==> src/rtl/stb_dcache_pkg.sv <==
// stb_dcache_pkg: shared types and address-split helpers for the store-buffer dcache responder
package stb_dcache_pkg;
  localparam int AW = 32;
  localparam int DW = 32;
  localparam int SW = 4;
  typedef enum logic [1:0] {S_IDLE, S_LOOKUP, S_MEM_WR, S_ACK} state_t;
  typedef struct packed {
    logic [AW-1:0] addr;
    logic [DW-1:0] wdata;
    logic [SW-1:0] sel;
    logic          w_en;
    logic          dmem_sel;
  } req_t;
  function automatic int idx_w(input int num_lines);
    return $clog2(num_lines);
  endfunction
  function automatic int tag_w(input int addr_width, input int num_lines);
    return addr_width - $clog2(num_lines) - 2;
  endfunction
endpackage

==> src/rtl/dcache_word_array.sv <==
// dcache_word_array: direct-mapped one-word lines; byte-enabled store port and registered lookup
module dcache_word_array
  import stb_dcache_pkg::*;
#(
  parameter int ADDR_WIDTH = 32,
  parameter int DATA_WIDTH = 32,
  parameter int BYTE_SEL_WIDTH = 4,
  parameter int NUM_LINES = 16
) (
  input  logic                      clk,
  input  logic                      rst,
  input  logic                      i_wr,
  input  logic [ADDR_WIDTH-3:0]     i_wr_waddr,
  input  logic [DATA_WIDTH-1:0]     i_wr_data,
  input  logic [BYTE_SEL_WIDTH-1:0] i_wr_sel,
  input  logic [ADDR_WIDTH-3:0]     i_rd_waddr,
  output logic                      o_rd_hit,
  output logic [DATA_WIDTH-1:0]     o_rd_data
);
  localparam int IW = idx_w(NUM_LINES);
  localparam int TW = tag_w(ADDR_WIDTH, NUM_LINES);
  logic [TW-1:0]         r_tag  [NUM_LINES];
  logic [DATA_WIDTH-1:0] r_data [NUM_LINES];
  logic [NUM_LINES-1:0]  r_valid;
  logic                  r_rd_hit;
  logic [DATA_WIDTH-1:0] r_rd_data;
  logic [IW-1:0]         w_wi, w_ri;
  logic [TW-1:0]         w_wt, w_rt;
  logic                  w_wr_hit, w_alloc, w_rd_hit;
  logic [DATA_WIDTH-1:0] w_merged;
  assign w_wi = i_wr_waddr[IW-1:0];
  assign w_wt = i_wr_waddr[ADDR_WIDTH-3:IW];
  assign w_ri = i_rd_waddr[IW-1:0];
  assign w_rt = i_rd_waddr[ADDR_WIDTH-3:IW];
  assign w_wr_hit = r_valid[w_wi] && r_tag[w_wi] == w_wt;
  // only a full-word store may claim a line it misses on
  assign w_alloc = !w_wr_hit && &i_wr_sel;
  assign w_rd_hit = r_valid[w_ri] && r_tag[w_ri] == w_rt;
  always_comb begin
    w_merged = r_data[w_wi];
    for (int b = 0; b < BYTE_SEL_WIDTH; b++)
      w_merged[8*b+:8] = i_wr_sel[b] ? i_wr_data[8*b+:8] : r_data[w_wi][8*b+:8];
  end
  always_ff @(posedge clk)
    if (i_wr && (w_wr_hit || w_alloc)) begin
      r_data[w_wi] <= w_merged;
      r_tag[w_wi]  <= w_wt;
    end
  always_ff @(posedge clk)
    if (rst) begin
      r_valid   <= '0;
      r_rd_hit  <= 1'b0;
      r_rd_data <= '0;
    end else begin
      if (i_wr && w_alloc) r_valid[w_wi] <= 1'b1;
      r_rd_hit  <= w_rd_hit;
      r_rd_data <= w_rd_hit ? r_data[w_ri] : '0;
    end
  assign o_rd_hit  = r_rd_hit;
  assign o_rd_data = r_rd_data;
endmodule

==> src/rtl/stb_dcache_responder.sv <==
// stb_dcache_responder: drains one store at a time into the word array, writes it through to memory, then acks
module stb_dcache_responder
  import stb_dcache_pkg::*;
#(
  parameter int ADDR_WIDTH = AW,
  parameter int DATA_WIDTH = DW,
  parameter int BYTE_SEL_WIDTH = SW,
  parameter int NUM_LINES = 16
) (
  input  logic                      clk,
  input  logic                      rst,
  input  logic [ADDR_WIDTH-1:0]     stb2dcache_addr,
  input  logic [DATA_WIDTH-1:0]     stb2dcache_wdata,
  input  logic [BYTE_SEL_WIDTH-1:0] stb2dcache_sel_byte,
  input  logic                      stb2dcache_w_en,
  input  logic                      stb2dcache_req,
  input  logic                      dmem_sel_i,
  output logic                      dcache2stb_ack,
  output logic [ADDR_WIDTH-1:0]     dcache2mem_addr,
  output logic [DATA_WIDTH-1:0]     dcache2mem_wdata,
  output logic [BYTE_SEL_WIDTH-1:0] dcache2mem_sel_byte,
  output logic                      dcache2mem_req,
  input  logic                      mem2dcache_ack,
  input  logic [ADDR_WIDTH-1:0]     lsu2dcache_lk_addr,
  output logic                      dcache2lsu_lk_hit,
  output logic [DATA_WIDTH-1:0]     dcache2lsu_lk_rdata,
  output logic                      dcache2stb_busy
);
  state_t r_state, w_next;
  req_t   r_req;
  logic   w_is_wr, w_mem, w_unused;
  assign w_unused = ^{stb2dcache_addr[1:0], lsu2dcache_lk_addr[1:0]};
  assign w_is_wr  = r_req.w_en && r_req.dmem_sel;
  always_ff @(posedge clk)
    if (rst) begin
      r_state <= S_IDLE;
      r_req   <= '0;
    end else begin
      r_state <= w_next;
      if (r_state == S_IDLE && stb2dcache_req)
        r_req <= '{addr: {stb2dcache_addr[ADDR_WIDTH-1:2], 2'b00}, wdata: stb2dcache_wdata,
                   sel: stb2dcache_sel_byte, w_en: stb2dcache_w_en, dmem_sel: dmem_sel_i};
    end
  always_comb begin
    w_next = r_state;
    w_next = r_state == S_IDLE   ? (stb2dcache_req ? S_LOOKUP : S_IDLE) :
             r_state == S_LOOKUP ? (w_is_wr ? S_MEM_WR : S_ACK) :
             r_state == S_MEM_WR ? (mem2dcache_ack ? S_ACK : S_MEM_WR) : S_IDLE;
    w_mem               = r_state == S_MEM_WR;
    dcache2mem_req      = w_mem;
    dcache2mem_addr     = w_mem ? r_req.addr : '0;
    dcache2mem_wdata    = w_mem ? r_req.wdata : '0;
    dcache2mem_sel_byte = w_mem ? r_req.sel : '0;
    dcache2stb_ack      = r_state == S_ACK;
    dcache2stb_busy     = r_state != S_IDLE;
  end
  dcache_word_array #(
    .ADDR_WIDTH(ADDR_WIDTH), .DATA_WIDTH(DATA_WIDTH),
    .BYTE_SEL_WIDTH(BYTE_SEL_WIDTH), .NUM_LINES(NUM_LINES)
  ) u_array (
    .clk       (clk),
    .rst       (rst),
    .i_wr      (r_state == S_LOOKUP && w_is_wr),
    .i_wr_waddr(r_req.addr[ADDR_WIDTH-1:2]),
    .i_wr_data (r_req.wdata),
    .i_wr_sel  (r_req.sel),
    .i_rd_waddr(lsu2dcache_lk_addr[ADDR_WIDTH-1:2]),
    .o_rd_hit  (dcache2lsu_lk_hit),
    .o_rd_data (dcache2lsu_lk_rdata)
  );
endmodule

==> config.mk <==
export PLATFORM = sky130hd
export DESIGN_NAME = stb_dcache_responder
export DESIGN_NICKNAME = d
export VERILOG_FILES = /design/src/rtl/stb_dcache_pkg.sv /design/src/rtl/dcache_word_array.sv /design/src/rtl/stb_dcache_responder.sv
export SDC_FILE = /design/constraint.sdc
export NUM_CORES = 1
export LEC_CHECK = 0
export CORE_MARGIN = 3
export CORE_UTILIZATION = 50
export DETAILED_ROUTE_END_ITERATION = 10
export PLACE_DENSITY = 0.74
export SLEW_MARGIN = 25
export SYNTH_ARGS = -nofsm -noshare
export SYNTH_HDL_FRONTEND = slang
export SYNTH_SLANG_ARGS = --single-unit
==> constraint.sdc <==
create_clock -name clk -period 4.35 [get_ports clk]
set_input_delay 0.87 -clock clk [delete_from_list [all_inputs] [get_ports clk]]
set_output_delay 0.87 -clock clk [all_outputs]
set_load 0.01 [all_outputs]
==> flow_summary.yaml <==
global_route:
  grt_pass1_wl_um: 170000
  busiest_layer: "met2"
  antenna_found_initial: 3
  grt_pass1_vias: 25500
  use_met3_pct: 5.41
  grt_start_max_net_pins: 80
  track_usage_pct: 24.8
  grt_overflow: 0
  grt_util_met1_pct: 33.6
  met2_usage_pct: 40.0
floorplanning:
  initial_core_util_pct: 50.5
  fp.dieH_um: 305
  core-area_um2: 88500
  io_pins: 210
  rows: 109
  die_w_um: 305
  die_area_um2: 93000
run_status:
  status: "finished clean"
timing:
  drv_slew: 0
  worstMarginPinSlew_ns: 1.09
  setup_viol: 0
  max_freq_mhz: 242
  fin_crit_sh_pct: 95.0
  fin_skew_ns: 0.0312
  min_period_ns: 4.13
  rsz0062_at_grt: "no"
  final.setup.tns_ns: 0
  slew_headroom_pct: 27.4
  finalHoldViolCount: 0
synth:
  synth_seq_cells: 1051
  synth_edf_count: 928
  syn_area_um2: 44700
  synth_cells: 2387
  synth_xor_area_share_pct: 1.16
  synth-compound-area-share_pct: 1.93
  avgSynthCellArea_um2: 18.7
  synth.mux.area_fraction_pct: 21.3
  synth_top_family_by_area: "multiplexers"
  yosysWarnings: 0
  synth_fa_ha_area_share_pct: 0.112
  ys_types: 63
  ys_seq_area_share_pct: 67.9
  synth-async-reset-ratio_pct: 0
  netlist_top_cells_area: "edfxtp_1, mux4_2, dfxtp_1"
  yosys.area.top_type: "edfxtp_1"
  synth_ff_type: "edfxtp_1"
  yosys.area_share.simple_pct: 5.82
  synth_top_area_share_pct: 62.4
layout:
  fillers: 6094
  finalInstanceArea_um2: 53600
  area.growth.synth_to_final_pct: 19.9
  final_cell_mix: "edfxtp_1, mux4_2, clkdlybuf4s50_1"
  drive_gt1_share_pct: 27.9
  instances_no_fill: 3981
  num-nets-final: 2834
  final_common_cell: "edfxtp_1"
place:
  dp_hpwl_um: 73000
  dpl.cell_count: 3782
  gp_congestion: 0.850
  place_area_um2: 50100
  io_buffers: 203
critical_path:
  required_ns: 4.73
  worstPathArrival_ns: 4.51
  path_cells: "nor2b_1 > a221oi_1 > mux2_2 > a2111oi_0 > nand4_1 > o31ai_4 > buf_12 > buf_12 > and3_1 > buf_12"
  worstSetupPathType: "reg2reg"
  cp-start-kind: "flip-flop"
  cp_max_fo: 34
  crit_path_end_kind: "flip-flop"
  cp_common_cell: "buf_12"
  cp_slowest_stage_delay_ns: 0.72
  critPathSlowestCell: "dfxtp_4"
pwr:
  power_density_nw_per_um2: 403
  leakagePower_uw: 0.0172
  peakVddDrop_mv: 0.336
clock_network:
  cts.sinks: 1051
  cts_htree_levels: 3
  tritoncts: "done"
  cts_buffers: 104
  cts_root_buf: "clkbuf_16"
  clk_path_buf_depth: 3
  clk_pin_slew_ns: 0.06
  clk_latency_ns: 0.68
  cts-hold-fix-buffers: 0
drt:
  viasPerCell: 6.24
  drc: 0
  routed_wl_um: 115000
  via_count: 24800
  first_pass_iters: 6
  antenna_left: 0
  drt-initial-drc-count: 3221
  routedWlPerCell_um: 29.0
min_path:
  hold_class: "reg2reg"
job:
  cap_violations: 0
area by class of cell:
type                       instances  area (µm²)  area share, %
clock inverter                    73         731           1.36
multi-input combinational       1167       13600           25.3
tap                             1165        1460           2.72
timing repair buffer             395        4720           8.81
antenna                            1        2.50        0.00467
sequential                      1051       30300           56.6
clock buffer                     124        2730           5.09
inverter                           5        18.8         0.0350
critical path: cells and delay by family, from the launching register on:
family / cells / cell delay [ns]
muxes: 1 / 0.42
and+or+nand+nor: 3 / 0.71
DFF: 1 / 0.72
AOI/OAI and AO/OA: 3 / 1.37
buffers and inverters: 3 / 0.55
cells in the mapped netlist, types with 4 or more instances:
library cell / instances
mux4_1: 6
nand2b_1: 12
a21o_1: 15
nor2b_1: 61
nor2_1: 31
and3_1: 68
nor4_1: 5
buf_4: 10
o22ai_1: 8
xor2_1: 23
ha_1: 4
mux4_2: 368
a221oi_1: 6
mux2i_1: 75
nor3_1: 22
nand4_1: 11
nand2_1: 162
buf_1: 24
mux2_2: 27
xnor2_1: 36
a211oi_1: 4
inv_1: 5
nand3_1: 17
clkbuf_1: 80
dfxtp_1: 123
a22oi_1: 6
edfxtp_1: 928
clkbuf_2: 8
buf_6: 8
a22o_1: 4
and2_1: 84
a21oi_1: 72
buf_2: 32
final timing paths:
kind	startpoint	to	slack, ns	cells after the start
worst max-delay path	flip-flop	u_array.r_data[0][25]$_DFFE_PP_	0.22	10
worst min-delay path	r_req[1]$_SDFFE_PP0P_	r_req[1]$_SDFFE_PP0P_	0.46	2
worst max register to register	flip-flop	u_array.r_data[0][25]$_DFFE_PP_	0.22	10
worst min register to register	r_req[1]$_SDFFE_PP0P_	r_req[1]$_SDFFE_PP0P_	0.46	2
per-layer routing:
layer  share of wire, %  wire length, µm  vias up
li1                   -                -    10300
met1                 38            44300    12900
met2                 49            56200     1359
met3                9.4            10800      238
met4                3.5             4050        2
met5              0.044               51        -
what timing repair did:
action	CTS	global route
endpoints found under the setup margin	0	298
gates resized for setup	0	0
setup buffers	0	1
kinds of logic after synthesis:
group / after synthesis
AOI/OAI and AO/OA: 134
xor gates and xnor gates: 59
adders and majority gates: 4
buffers and inverters: 170
DFF: 1051
muxes: 476
other: 1
and+or+nand+nor: 492
sequential cells by signal, indices dropped and copies added, names as in the netlist, named ones only:
name and cells:
u_array.r_data 512, u_array.r_tag 416, r_req 68, u_array.o_rd_data 32
u_array.r_valid 16, r_state 2, u_array.o_rd_hit 1
report_power, final:
group	leakage, µW	internal (µW)	switching, µW
Combinational	0.00636	656	686
Clock	0.00166	5180	3860
Sequential	0.00914	11000	189
through the flow:
stage	hold WS, ns	utilization, %	setup WS (ns)	power (µW)
after floorplan	0.437	-	0.502	12200
after detailed placement	0.455	56.6	0.313	12800
after global placement	0.452	56.6	0.365	12700
after CTS	0.463	60.5	0.179	21700
after global routing	0.497	60.5	0.0545	22200
final	0.464	60.5	0.219	21600
(Power assumes the default switching activity.)
